### src/rtl/reservation_alu3_scheduler.sv
// ALU3 reservation station controller: allocates entries, generates in-order
// execution tags, picks a ready entry and holds it in a one-deep issue register.
module reservation_alu3_scheduler #(
   parameter int ENTRY_N = 4,
   parameter int INFO_W  = 118
) (
   input  logic                        iCLOCK,
   input  logic                        inRESET,
   input  logic                        iFLUSH,
   input  logic                        iREGIST_REQ,
   output logic                        oREGIST_ACK,
   output logic                        oREGIST_FULL,
   output logic [ENTRY_N-1:0]          oREGIST_VALID,
   output logic [3:0]                  oREGIST_EX_POINTER,
   output logic [3:0]                  oEX_EXECUTION_POINTER,
   output logic                        oREMOVE_VALID,
   input  logic [ENTRY_N-1:0]          iENTRY_VALID,
   input  logic [ENTRY_N-1:0]          iENTRY_MATCHING,
   input  logic [ENTRY_N*INFO_W-1:0]   iENTRY_INFO,
   output logic [ENTRY_N-1:0]          oEXOUT_VALID,
   output logic                        oALU_VALID,
   input  logic                        iALU_BUSY,
   output logic [INFO_W-1:0]           oALU_INFO,
   output logic                        oEMPTY
);

   logic [3:0]         registPtr;
   logic [3:0]         execPtr;
   logic               outValid;
   logic [INFO_W-1:0]  aluInfo;

   logic [ENTRY_N-1:0] freeVec;
   logic [ENTRY_N-1:0] freeOneHot;
   logic               freeFound;
   logic [ENTRY_N-1:0] candVec;
   logic [ENTRY_N-1:0] selOneHot;
   logic               selFound;
   logic [INFO_W-1:0]  selInfo;
   logic               regAck;
   logic               canLoad;
   logic               issue;

   assign freeVec = ~iENTRY_VALID;
   assign candVec = iENTRY_VALID & iENTRY_MATCHING;

   // Lowest-index priority pick for both allocation and issue selection.
   always_comb begin
      freeOneHot = '0;
      freeFound  = 1'b0;
      selOneHot  = '0;
      selFound   = 1'b0;
      selInfo    = '0;
      for (int i = 0; i < ENTRY_N; i++) begin
         if (freeVec[i] && !freeFound) begin
            freeOneHot[i] = 1'b1;
            freeFound     = 1'b1;
         end
         if (candVec[i] && !selFound) begin
            selOneHot[i] = 1'b1;
            selFound     = 1'b1;
            selInfo      = iENTRY_INFO[i*INFO_W +: INFO_W];
         end
      end
   end

   assign oREGIST_FULL  = &iENTRY_VALID;
   assign regAck        = iREGIST_REQ & ~oREGIST_FULL & ~iFLUSH;
   assign canLoad       = ~outValid | ~iALU_BUSY;
   assign issue         = selFound & canLoad & ~iFLUSH;

   assign oREGIST_ACK           = regAck;
   assign oREGIST_VALID         = regAck ? freeOneHot : '0;
   assign oREGIST_EX_POINTER    = registPtr;
   assign oEX_EXECUTION_POINTER = execPtr;
   assign oREMOVE_VALID         = iFLUSH;
   assign oEXOUT_VALID          = issue ? selOneHot : '0;
   assign oALU_VALID            = outValid;
   assign oALU_INFO             = aluInfo;
   assign oEMPTY                = ~|iENTRY_VALID & ~outValid;

   // Flush wins over everything; otherwise a new issue refills the output
   // register in the same cycle the previous operation drains.
   always_ff @(posedge iCLOCK or negedge inRESET) begin
      if (!inRESET) begin
         registPtr <= 4'd0;
         execPtr   <= 4'd0;
         outValid  <= 1'b0;
         aluInfo   <= '0;
      end else if (iFLUSH) begin
         registPtr <= 4'd0;
         execPtr   <= 4'd0;
         outValid  <= 1'b0;
      end else begin
         if (regAck) begin
            registPtr <= registPtr + 4'd1;
         end
         if (issue) begin
            aluInfo  <= selInfo;
            outValid <= 1'b1;
            execPtr  <= execPtr + 4'd1;
         end else if (outValid && !iALU_BUSY) begin
            outValid <= 1'b0;
         end
      end
   end

endmodule
### config.mk
export PLATFORM = sky130hd
export DESIGN_NAME = reservation_alu3_scheduler
export DESIGN_NICKNAME = d
export VERILOG_FILES = /design/src/rtl/reservation_alu3_scheduler.sv
export SDC_FILE = /design/constraint.sdc
export NUM_CORES = 1
export LEC_CHECK = 0
export CORE_AREA = 4 4 241 243
export CTS_CLUSTER_DIAMETER = 150
export DETAILED_ROUTE_END_ITERATION = 8
export DIE_AREA = 0 0 245 247
export PLACE_DENSITY = 0.45
export SYNTH_ARGS = -nofsm -noshare
export SYNTH_HDL_FRONTEND = slang
export SYNTH_SLANG_ARGS = --single-unit
export TNS_END_PERCENT = 100
### constraint.sdc
create_clock -name iCLOCK -period 2.8 [get_ports iCLOCK]
set_clock_uncertainty 0.1 [all_clocks]
set_input_delay 0.56 -clock iCLOCK [delete_from_list [all_inputs] [get_ports iCLOCK]]
set_output_delay 0.56 -clock iCLOCK [all_outputs]
set_load 0.01 [all_outputs]
# [Word-level counts from Yosys, hierarchy flattened]
# Index checks and enable logic that the tools add are counted.
[classes] reduce_logical=21 muxes=26 add_sub_neg=2 bitwise_logic=12
[op_table] operator="118-bit two-way mux" count=4
[op_table] operator="4-bit two-way mux" count=6
[op_table] operator="1-bit two-way mux" count=16
[op_table] operator="4-bit by 1-bit adder with 4-bit output, second input constant" count=2
[op_table] operator="1-bit zero test" count=8
[op_table] operator="1-bit logical AND" count=7
[op_table] operator="1-bit bitwise AND" count=5
[op_table] operator="4-bit bitwise AND" count=1
[op_table] operator="1-bit inverter" count=4
[op_table] operator="4-bit inverter" count=1
[op_table] operator="4-bit AND reduction" count=1
[op_table] operator="2-bit nonzero test" count=2
[op_table] operator="4-bit OR reduction" count=1
[op_table] operator="3-bit nonzero test" count=1
[op_table] operator="2-bit AND reduction" count=1
[op_table] operator="1-bit bitwise OR" count=1
[totals] out_inout_bits=139 word_cells=65 reg_bits=127

# [Longest topological paths before layout]
[depth] depth_word=15 ltp_mapped=8

# [Worst setup path after synthesis]
# OpenSTA, ideal clock, no wires.
[synth_path] kind="input -> output" start="input iENTRY_VALID[0]" end="output oEXOUT_VALID[0]" stages=6 n_path_buf=3 arrival_ps=1953 path_slack_ps=187 required_ps=2140 cell_sequence="buf_2 > a222oi_1 > a211oi_1 > buf_2 > buf_2 > and2_1"
[synth_between] elab_chain_len=14
[synth_lines] element="start: declaration" line="17" text="input logic [ENTRY_N-1:0] iENTRY_VALID,"
[synth_lines] element="4-bit bitwise AND *" line="44" text="assign candVec = iENTRY_VALID & iENTRY_MATCHING;"
[synth_lines] element="1-bit two-way mux *" line="58" text="if (candVec[i] && !selFound) begin"
[synth_lines] element="1-bit zero test" line="58"
[synth_lines] element="1-bit logical AND" line="58"
[synth_lines] element="1-bit two-way mux" line="58"
[synth_lines] element="1-bit zero test" line="58"
[synth_lines] element="1-bit logical AND" line="58"
[synth_lines] element="1-bit two-way mux" line="58"
[synth_lines] element="1-bit zero test" line="58"
[synth_lines] element="1-bit logical AND" line="58"
[synth_lines] element="1-bit two-way mux" line="58"
[synth_lines] element="1-bit bitwise AND (2 in series)" line="69" text="assign issue = selFound & canLoad & ~iFLUSH;"
[synth_lines] element="4-bit two-way mux *" line="76" text="assign oEXOUT_VALID = issue ? selOneHot : '0;"
[synth_lines] element="end: declaration" line="20" text="output logic [ENTRY_N-1:0] oEXOUT_VALID,"
# Mark *: on every way between the ends. The rest lies on a longest branch, timed or not.

# [Worst setup path in the final report]
[layout_path] start="input iENTRY_VALID[1]" end="output oREGIST_FULL"
[layout_between] elab_chain_len=1
[layout_lines] element="4-bit AND reduction" line="66" text="assign oREGIST_FULL = &iENTRY_VALID;"
[layout_lines] element="end: declaration" line="12" text="output logic oREGIST_FULL,"
# Every way passes these cells.

==> out/results.txt <==
Routed WL: 47.8 mm
Min Hold Slack: 0.448 ns
Final instance area: 16700 µm²
Critical Path RT: 2.14 ns
Drt via density: 4.20
H-Tree Depth: 4
Fraction of registers with async set/reset: 1.00
Fillers: 6142
CP delay by family, top: buffers and inverters
Crit path cell chain: clkdlybuf4s50_1 -> buf_4 -> nand4_1 -> buf_4 -> inv_1 -> clkdlybuf4s50_1
Vias: 10.4k
P_leak: 7.26 nW
Post-route minimum period: 2.74 ns
Die height: 247 µm
Peak supply drop: 0.448 mV
Row count: 87
Fin util: 0.299
Largest net degree at the start of global routing: 119
Critical Path Source Type: input port
Yosys top cell by area: dfrtp_1
Fin cells: 2485
Root Driver: clkbuf_16
Layout cells sized above 1: 0.0609
Drt drc: 0
Core Box Area: 56000 µm²
CP endpoint kind: output pin
Syn_nets: 1603
Layout area overhead: 92.3%
Crit path DAT: 2.08 ns
Top area cells in the synthesized netlist: dfrtp_1, mux2i_1, o31ai_1, a31oi_1, nand3_1
Critical-path top delay cell: clkdlybuf4s50_1
Kind of critical path: in -> out
RSZ-0062 raised after global routing: false
CP Buf/Inv Count: 5
Initial DRC Count: 426
Placed wire-length estimate: 37.9 mm
Sequential fraction of the synthesis area: 0.365
CTS tree: built
Synth cell count leaders: nor2_1, dfrtp_1, nand2_1
Worst-path fanout max: 5
Most frequent cell after synthesis: nor2_1
Port buffer count: 623
Worst-Skew Late Latency: 0.48 ns
Post-synth EDFFs: 0
Largest buffer count on any clock path: 2
TritonRoute pass-1 iters: 4
DRT antenna net count: 0
Top FF cell, synth: dfrtp_1
Net count, final: 2199
MaxCap Viol Count: 0
Highest Clock Rate: 365 MHz
Synth warnings: 0
Multi-input gate area: 4640 µm²
Final period util: 0.978
Total CTS buffers: 17
Cells after Synth: 1116
# setup viols final: 0
Netlist Area Pre-Place: 8700 µm²
Die area: 60500 µm²
Io pins: 624
RePlAce Congestion: 0.897
Status: finished clean
Synth top area share: 0.365
Vias in the first global route: 11.0k
Initial antenna violation count: 4
PD cells: 479 nW/µm²
Inst Count DP: 2446
Clk sinks: 127
Mean post-synth cell area: 7.79 µm²
Hold Path Class: reg -> reg
Clock-pin slew of the registers on the worst-case setup and hold paths: 0.06 ns
Reg area: 3180 µm²
GRT Total Usage: 0.154
Horiz. Die Dim: 245 µm
Dpl cell area: 16000 µm²
Worst-Margin Slew: 0.875 ns
Rel. slew slack: 0.417
Initial core utilization: 0.155
CP max stage delay: 0.52 ns
Gr ovfl total: 0
Fin. max-slew vios: 0
Hold Fails Final Rpt: 0
Yosys cell types: 28
Register bit total from synthesis: 127
First-pass GRT wire length: 69.8 mm
WL per Instance: 19.2 µm
## power breakdown
group | internal (mW) | switching [mW] | total [mW]
registers | 2.20 | 0.209 | 2.41
logic | 1.66 | 1.28 | 2.95
clock network | 1.69 | 0.959 | 2.65
total | 5.56 | 2.45 | 8.01
## cell usage in the layout, fill, tap and decap left out, types with 2 or more instances in the layout
cell,netlist,layout
inv_1,120,120
o31ai_1,118,118
xnor2_1,3,3
ha_1,2,2
dlygate4sd2_1,0,3
bufinv_16,0,6
nand2_1,124,123
nand3_1,123,123
clkbuf_16,0,17
dfrtp_1,127,127
inv_6,0,2
diode_2,0,4
buf_4,3,52
xor2_1,3,3
dlymetal6s2s_1,0,4
buf_12,0,11
clkdlybuf4s50_1,0,609
a31oi_1,119,119
mux2i_1,119,119
and2_1,4,3
clkinvlp_4,0,3
buf_2,39,2
a211oi_1,3,2
nor2_1,130,129
## repair_timing
action | CTS | global route
gates resized for setup | 15 | 8
setup endpoints to repair | 7 | 6
pin swaps | 1 | 1
buffers inserted | 2 | 0
hold buffers | 1 | 0
endpoints found under the hold margin | 41 | 0
## layer usage
metal | track usage | up-vias | wire [µm]
met5 | 0 | - | 0
met1 | 0.174 | 4814 | 18700
li1 | - | 5102 | -
met2 | 0.257 | 466 | 22800
met4 | 0.0624 | 0 | 1570
met3 | 0.0644 | 62 | 4690
## kinds of logic (layout without fill, tap and decap cells)
logic type | count (synthesis) | after routing | synth area share
other cells | 0 | 4 | 0
fa+ha+maj | 2 | 2 | 0.00288
flops | 127 | 127 | 0.365
compound gates | 243 | 243 | 0.192
simple gates | 391 | 391 | 0.191
xor+xnor | 6 | 6 | 0.00604
buf+inv | 228 | 837 | 0.105
mux | 119 | 119 | 0.137
## area by class of cell
type                            count  area share
Inverter                          120      0.0269
Sequential cell                   127       0.190
Antenna cell                        4    0.000598
Clock inverter                     13      0.0140
Timing Repair Buffer              685       0.408
Multi-Input combinational cell    761       0.277
Clock buffer                       19      0.0265
Tap cell                          756      0.0565
## worst paths after layout
| kind | startpoint | to | slack (ns) | cells past startpoint |
|---|---|---|---|---|
| setup / recovery | iENTRY_VALID[1] | oREGIST_FULL | 0.06 | 6 |
| setup reg to reg | oALU_VALID$_DFFE_PN0P_ | oALU_INFO[55]$_DFFE_PN0P_ | 0.50 | 7 |
| min in group asynchronous | inRESET | oALU_INFO[48]$_DFFE_PN0P_ | 0.53 | 2 |
| max in group asynchronous | inRESET | oALU_INFO[25]$_DFFE_PN0P_ | 1.40 | 3 |
| hold / removal | oALU_INFO[24]$_DFFE_PN0P_ | oALU_INFO[24]$_DFFE_PN0P_ | 0.45 | 2 |
| hold reg to reg | oALU_INFO[24]$_DFFE_PN0P_ | oALU_INFO[24]$_DFFE_PN0P_ | 0.45 | 2 |
## worst register-to-register path, cell delays in order, from the launching register on
cell	delay, ns
dfrtp_1	0.37
and2_1	0.16
buf_4	0.16
a211oi_4	0.24
buf_4	0.52
buf_4	0.44
nor2_1	0.08
a31oi_1	0.15
## metrics by stage
stage / setup TNS, ns / worst slack (ns) / power (mW)
after floorplan: 0 / 0.187 / 3.44
after global placement: -12.19 / -0.365 / 5.43
after detailed placement: -13.11 / -0.370 / 5.44
after CTS: 0 / 0.0156 / 8.21
after global routing: 0 / 0.00186 / 8.50
final: 0 / 0.0603 / 8.01
## flip-flops by register name, indices dropped and copies added (netlist names)
name	count
oALU_INFO	118
oALU_VALID	1
oREGIST_EX_POINTER	4
oEX_EXECUTION_POINTER	4
Note: power is estimated with default switching activity, not from simulation.
